$ cat src/rtl/egyptian_divider.sv
// egyptian_divider: restoring shift-subtract divider, one quotient bit per clock.
// Ports: clk, rst, in_valid/in_ready/dividend/divisor in, out_valid/out_ready/quotient/remainder/div_by_zero out.
module egyptian_divider #(
  parameter int WIDTH_N = 32,
  parameter int WIDTH_D = 16
) (
  input  logic               clk,
  input  logic               rst,
  input  logic               in_valid,
  output logic               in_ready,
  input  logic [WIDTH_N-1:0] dividend,
  input  logic [WIDTH_D-1:0] divisor,
  output logic               out_valid,
  input  logic               out_ready,
  output logic [WIDTH_N-1:0] quotient,
  output logic [WIDTH_D-1:0] remainder,
  output logic               div_by_zero
);

  localparam int CW = $clog2(WIDTH_N + 1);

  typedef enum logic [1:0] {
    IDLE,
    RUN,
    DONE
  } state_t;

  state_t             state;
  logic [WIDTH_N-1:0] n;
  logic [WIDTH_N-1:0] q;
  logic [WIDTH_D-1:0] d;
  logic [WIDTH_D-1:0] dlo;
  logic [WIDTH_D-1:0] r;
  logic [WIDTH_D:0]   rs;
  logic [WIDTH_D-1:0] diff;
  logic               ge;
  logic [CW-1:0]      cnt;
  logic               zf;

  // r < d after every step, so the stored remainder fits in WIDTH_D bits;
  // only the shifted value needs the extra bit for the compare.
  always_comb begin
    rs   = {r, n[WIDTH_N-1]};
    ge   = (rs >= {1'b0, d});
    diff = rs[WIDTH_D-1:0] - d;
  end

  always_ff @(posedge clk) begin
    if (rst) begin
      state       <= IDLE;
      in_ready    <= 1'b1;
      out_valid   <= 1'b0;
      quotient    <= '0;
      remainder   <= '0;
      div_by_zero <= 1'b0;
      n           <= '0;
      q           <= '0;
      d           <= '0;
      dlo         <= '0;
      r           <= '0;
      cnt         <= '0;
      zf          <= 1'b0;
    end else begin
      unique case (state)
        IDLE: begin
          if (in_valid) begin
            n        <= dividend;
            d        <= divisor;
            dlo      <= dividend[WIDTH_D-1:0];
            r        <= '0;
            q        <= '0;
            cnt      <= '0;
            zf       <= (divisor == '0);
            in_ready <= 1'b0;
            state    <= RUN;
          end
        end
        RUN: begin
          if (cnt == CW'(WIDTH_N)) begin
            // Zero divisor still runs full length; only the result is replaced.
            quotient    <= zf ? '1 : q;
            remainder   <= zf ? dlo : r;
            div_by_zero <= zf;
            out_valid   <= 1'b1;
            state       <= DONE;
          end else begin
            n   <= n << 1;
            r   <= ge ? diff : rs[WIDTH_D-1:0];
            q   <= {q[WIDTH_N-2:0], ge};
            cnt <= cnt + 1'b1;
          end
        end
        DONE: begin
          if (out_ready) begin
            out_valid <= 1'b0;
            in_ready  <= 1'b1;
            state     <= IDLE;
          end
        end
        default: state <= IDLE;
      endcase
    end
  end

endmodule
$ cat config.mk
export PLATFORM = sky130hd
export DESIGN_NAME = egyptian_divider
export DESIGN_NICKNAME = d
export VERILOG_FILES = /design/src/rtl/egyptian_divider.sv
export SDC_FILE = /design/constraint.sdc
export NUM_CORES = 1
export LEC_CHECK = 0
export ABC_AREA = 1
export BUFFER_PORTS_ARGS = -buffer_cell sky130_fd_sc_hd__buf_2
export CORE_ASPECT_RATIO = 1.75
export CORE_UTILIZATION = 55
export CTS_CLUSTER_DIAMETER = 60
export DETAILED_ROUTE_END_ITERATION = 10
export PLACE_DENSITY_LB_ADDON = 0.1
export SYNTH_ARGS = -nofsm -noshare
export SYNTH_HDL_FRONTEND = slang
export SYNTH_SLANG_ARGS = --single-unit
$ cat constraint.sdc
create_clock -name clk -period 2.3 [get_ports clk]
set_input_delay 0.345 -clock clk [delete_from_list [all_inputs] [get_ports clk]]
set_output_delay 0.345 -clock clk [all_outputs]
set_load 0.02 [all_outputs]
==> results_tabular.tex <==
\begin{tabular}{lr}
\hline
Metric & Value \\
\hline
\multicolumn{2}{l}{\textbf{Global route}} \\
Overall track demand over capacity in global routing & 29.7\% \\
Residual overflow from global routing & 0 \\
First-pass GRT wire length & 33600 um \\
Via count of the first global-routing pass & 6988 \\
Antenna violations before repair & 0 \\
Maximum number of pins on one net before global-route repair & 64 \\
\multicolumn{2}{l}{\textbf{Synthesis}} \\
Biggest area consumer among synthesized cells & dfxtp\_1 \\
Cell count after synthesis & 1058 \\
Syn. warnings & 0 \\
Proportion of synthesized chip area in sequential cells & 44.8\% \\
Average cell area after synthesis & 7.27 um\^{}2 \\
Cell variety after synth & 40 \\
Synthesized area & 0.00769 mm\^{}2 \\
Most area-consuming cells after synthesis & dfxtp\_1, nand2\_1, o21ai\_0 \\
Main flop type after synthesis & dfxtp\_1 \\
Portion of synthesized cell area occupied by the leading cell type & 44.8\% \\
Asr flop ratio synth & 0\% \\
Flip-flop and latch count after synthesis & 172 \\
Post-Synthesis Net Count & 1129 \\
Number of enable-type register cells in the synthesized netlist & 0 \\
\multicolumn{2}{l}{\textbf{Timing}} \\
Fin. Hold Viols & 0 \\
Unrepaired setup endpoints after global routing & no \\
F\_max & 464 MHz \\
Period utilization & 93.8\% \\
Relative slew margins & 53.1\% \\
Actual transition at the worst max-transition pin & 0.703 ns \\
Pins over their slew limit & 0 \\
Largest clock skew in the final design & 0.0136 ns \\
Clock period minus worst slack & 2.16 ns \\
Setup Total Neg Slack & 0 ns \\
Worst hold slack & 0.132 ns \\
Setup-violating endpoint count in the final report & 0 \\
\multicolumn{2}{l}{\textbf{Drt}} \\
Detailed router's first-iteration violation count & 336 \\
Final wirelength & 20600 um \\
Residual antenna-violating net count after detailed routing & 0 \\
Residual DRC & 0 \\
Total number of vias & 7204 \\
Detailed-routing iteration count for the pre-antenna-repair pass & 4 \\
Routed length per placed instance & 15.6 um \\
Mean number of vias per cell & 5.45 \\
\multicolumn{2}{l}{\textbf{Pwr}} \\
Relative contribution of the clock network to total power & 28.9\% \\
Maximum resistive drop on vdd & 605 uV \\
Share of total power in sequential cells & 34.7\% \\
Total leakage power & 3.96 nW \\
Internal & 5.92 mW \\
Sw power & 3.82 mW \\
Power Density & 1100 mW/mm\^{}2 \\
Switching share of power & 39.2\% \\
Gate power share & 36.3\% \\
\multicolumn{2}{l}{\textbf{Layout}} \\
Area Growth Syn to Fin & 15.7\% \\
Number of nets at the end of the flow & 1206 \\
Commonest non-fill, non-tap cells in the layout & nand2\_1, dfxtp\_1, buf\_2 \\
Commonest non-fill, non-tap cell in the layout & nand2\_1 \\
Fraction of layout instances using a drive strength above 1 & 16.2\% \\
Count of inserted antenna diode cells & 0 \\
Number of inserted filler cells in the final layout & 1273 \\
\multicolumn{2}{l}{\textbf{Critical path}} \\
Worst reg2reg startpoint & n[31]\$\_SDFFE\_PP0P\_ \\
Maximum fanout along the worst path & 3 \\
Worst setup startpoint & n[31]\$\_SDFFE\_PP0P\_ \\
Critical path required time & 2.58 ns \\
Crit Path Class & reg -> reg \\
CP Launch Type & register \\
Kind of end point of the critical path & register \\
CP arrival & 2.44 ns \\
\multicolumn{2}{l}{\textbf{Job}} \\
Maximum Capacitance Violations & 0 \\
\multicolumn{2}{l}{\textbf{Clock tree}} \\
Root buffer cell & clkbuf\_16 \\
Number of hold buffers added after CTS & 0 \\
Clock latency on the worst-skew pair & 0.43 ns \\
Clock transition at path regs & 0.07 ns \\
Post-CTS Setup Bufs & 0 \\
Buffer depth of the longest clock path & 2 \\
CTS tree & done \\
Maximum level of the CTS H-tree & 4 \\
Number of clock sinks & 172 \\
Num CTS Buffers & 17 \\
Count of cells resized by post-cts repair & 0 \\
\multicolumn{2}{l}{\textbf{Die}} \\
Vertical die dimension & 158 um \\
Initial Util & 56.9\% \\
Ports placed on the boundary & 103 \\
Die Footprint & 0.0145 mm\^{}2 \\
Standard-cell row count & 56 \\
Chip width & 91.4 um \\
Core area & 0.0135 mm\^{}2 \\
\multicolumn{2}{l}{\textbf{Run status}} \\
Result of the run & complete, no violations \\
\multicolumn{2}{l}{\textbf{Hold path}} \\
Startpoint of the lowest-slack hold path & divisor[3] \\
Hold crit path type & in -> reg \\
\multicolumn{2}{l}{\textbf{Placed design}} \\
Last weighted congestion value of the routability-driven placer & 0.921 \\
IO buf count & 102 \\
DP Wirelength & 14700 um \\
\hline
\end{tabular}
[per-layer routing]
| layer | vias up | share of wire (%) | global-route usage (%) |
|---|---|---|---|
| li1 | 3656 | - | - |
| met1 | 3333 | 40 | 31.7 |
| met2 | 170 | 52 | 56.0 |
| met3 | 45 | 3.6 | 5.25 |
| met4 | 0 | 3.6 | 14.2 |
| met5 | - | 0 | 0 |
[per-stage QoR]
step           setup WS [ns]  cells  power (mW)  utilization [%]  cell area [um^2]
6_report               0.143   1322        9.74             65.8              8900
3_5_place_dp           0.173   1290        6.94             61.5              8310
4_1_cts                0.141   1322        9.77             65.8              8900
5_1_grt              0.00374   1322        10.3             65.8              8900
3_3_place_gp           0.203   1290        6.93             61.5              8310
2_1_floorplan          0.550   1058        6.07                -              7690
[flip-flops by register name (all words and copies together) (netlist names)]
signal       flops
out_valid        1
cnt              6
remainder       16
d               16
div_by_zero      1
dlo             16
q               32
quotient        32
zf               1
state            2
in_ready         1
r               16
n               32
[synth_stat cells, types with 3 or more instances]
| library cell | count |
|---|---|
| nand2_2 | 7 |
| buf_4 | 5 |
| a31oi_1 | 45 |
| xnor2_1 | 4 |
| nand3b_1 | 13 |
| o21ai_1 | 8 |
| nor4_1 | 4 |
| clkbuf_1 | 43 |
| nor3_1 | 37 |
| nor2_1 | 74 |
| nand2_1 | 283 |
| inv_1 | 63 |
| nor2_4 | 3 |
| nand4_1 | 7 |
| buf_2 | 17 |
| xor2_1 | 4 |
| a21oi_1 | 79 |
| ha_1 | 18 |
| dfxtp_1 | 172 |
| nand3_1 | 47 |
| o21ai_0 | 91 |
| inv_2 | 7 |
| a211oi_1 | 3 |
| clkinv_1 | 3 |
[logic make-up after synthesis]
| logic type | synth area share [%] |
|---|---|
| AOI/OAI and AO/OA | 16.1 |
| adders and majority gates | 3.19 |
| buffers and inverters | 7.40 |
| DFF | 44.8 |
| and+or+nand+nor | 27.6 |
| xor gates and xnor gates | 0.911 |
[power groups by stage]
stage                     logic (mW)  clock network, mW  registers [mW]
after CTS                       3.52               2.87            3.38
after global placement          3.49                  0            3.44
after detailed placement        3.49                  0            3.45
final                           3.54               2.82            3.39
after floorplan                 2.70                  0            3.38
after global routing            3.93               2.99            3.41
[final cells by class]
cell class	count	area, um^2	share of cell area (%)
Clock buffer	18	439	4.94
Clock inverter	14	145	1.63
Inverter	73	274	3.08
Multi-Input combinational cell	747	3680	41.3
Sequential cell	172	3440	38.7
Tap cell	174	218	2.45
Timing Repair Buffer	124	701	7.88
[final timing paths]
| check | end | slack [ns] | cells after the start |
|---|---|---|---|
| worst min register to register | d[11]$_SDFFE_PP0P_ | 0.47 | 2 |
| worst min-delay path | zf$_SDFFE_PP0P_ | 0.13 | 2 |
| worst max-delay path | r[8]$_SDFFE_PP0P_ | 0.14 | 11 |
| worst max register to register | r[8]$_SDFFE_PP0P_ | 0.14 | 11 |
[critical path, stage by stage (launching register included)]
cell     delay [ns]
dfxtp_1        0.35
inv_1          0.08
ha_1           0.26
fa_1           0.43
inv_1          0.12
nand3_1        0.07
nand3_1        0.17
a21oi_1        0.11
xor2_1         0.21
nand2_1        0.09
nand3_1        0.07
a21oi_1        0.06
Power figures use the tool's default switching activity.
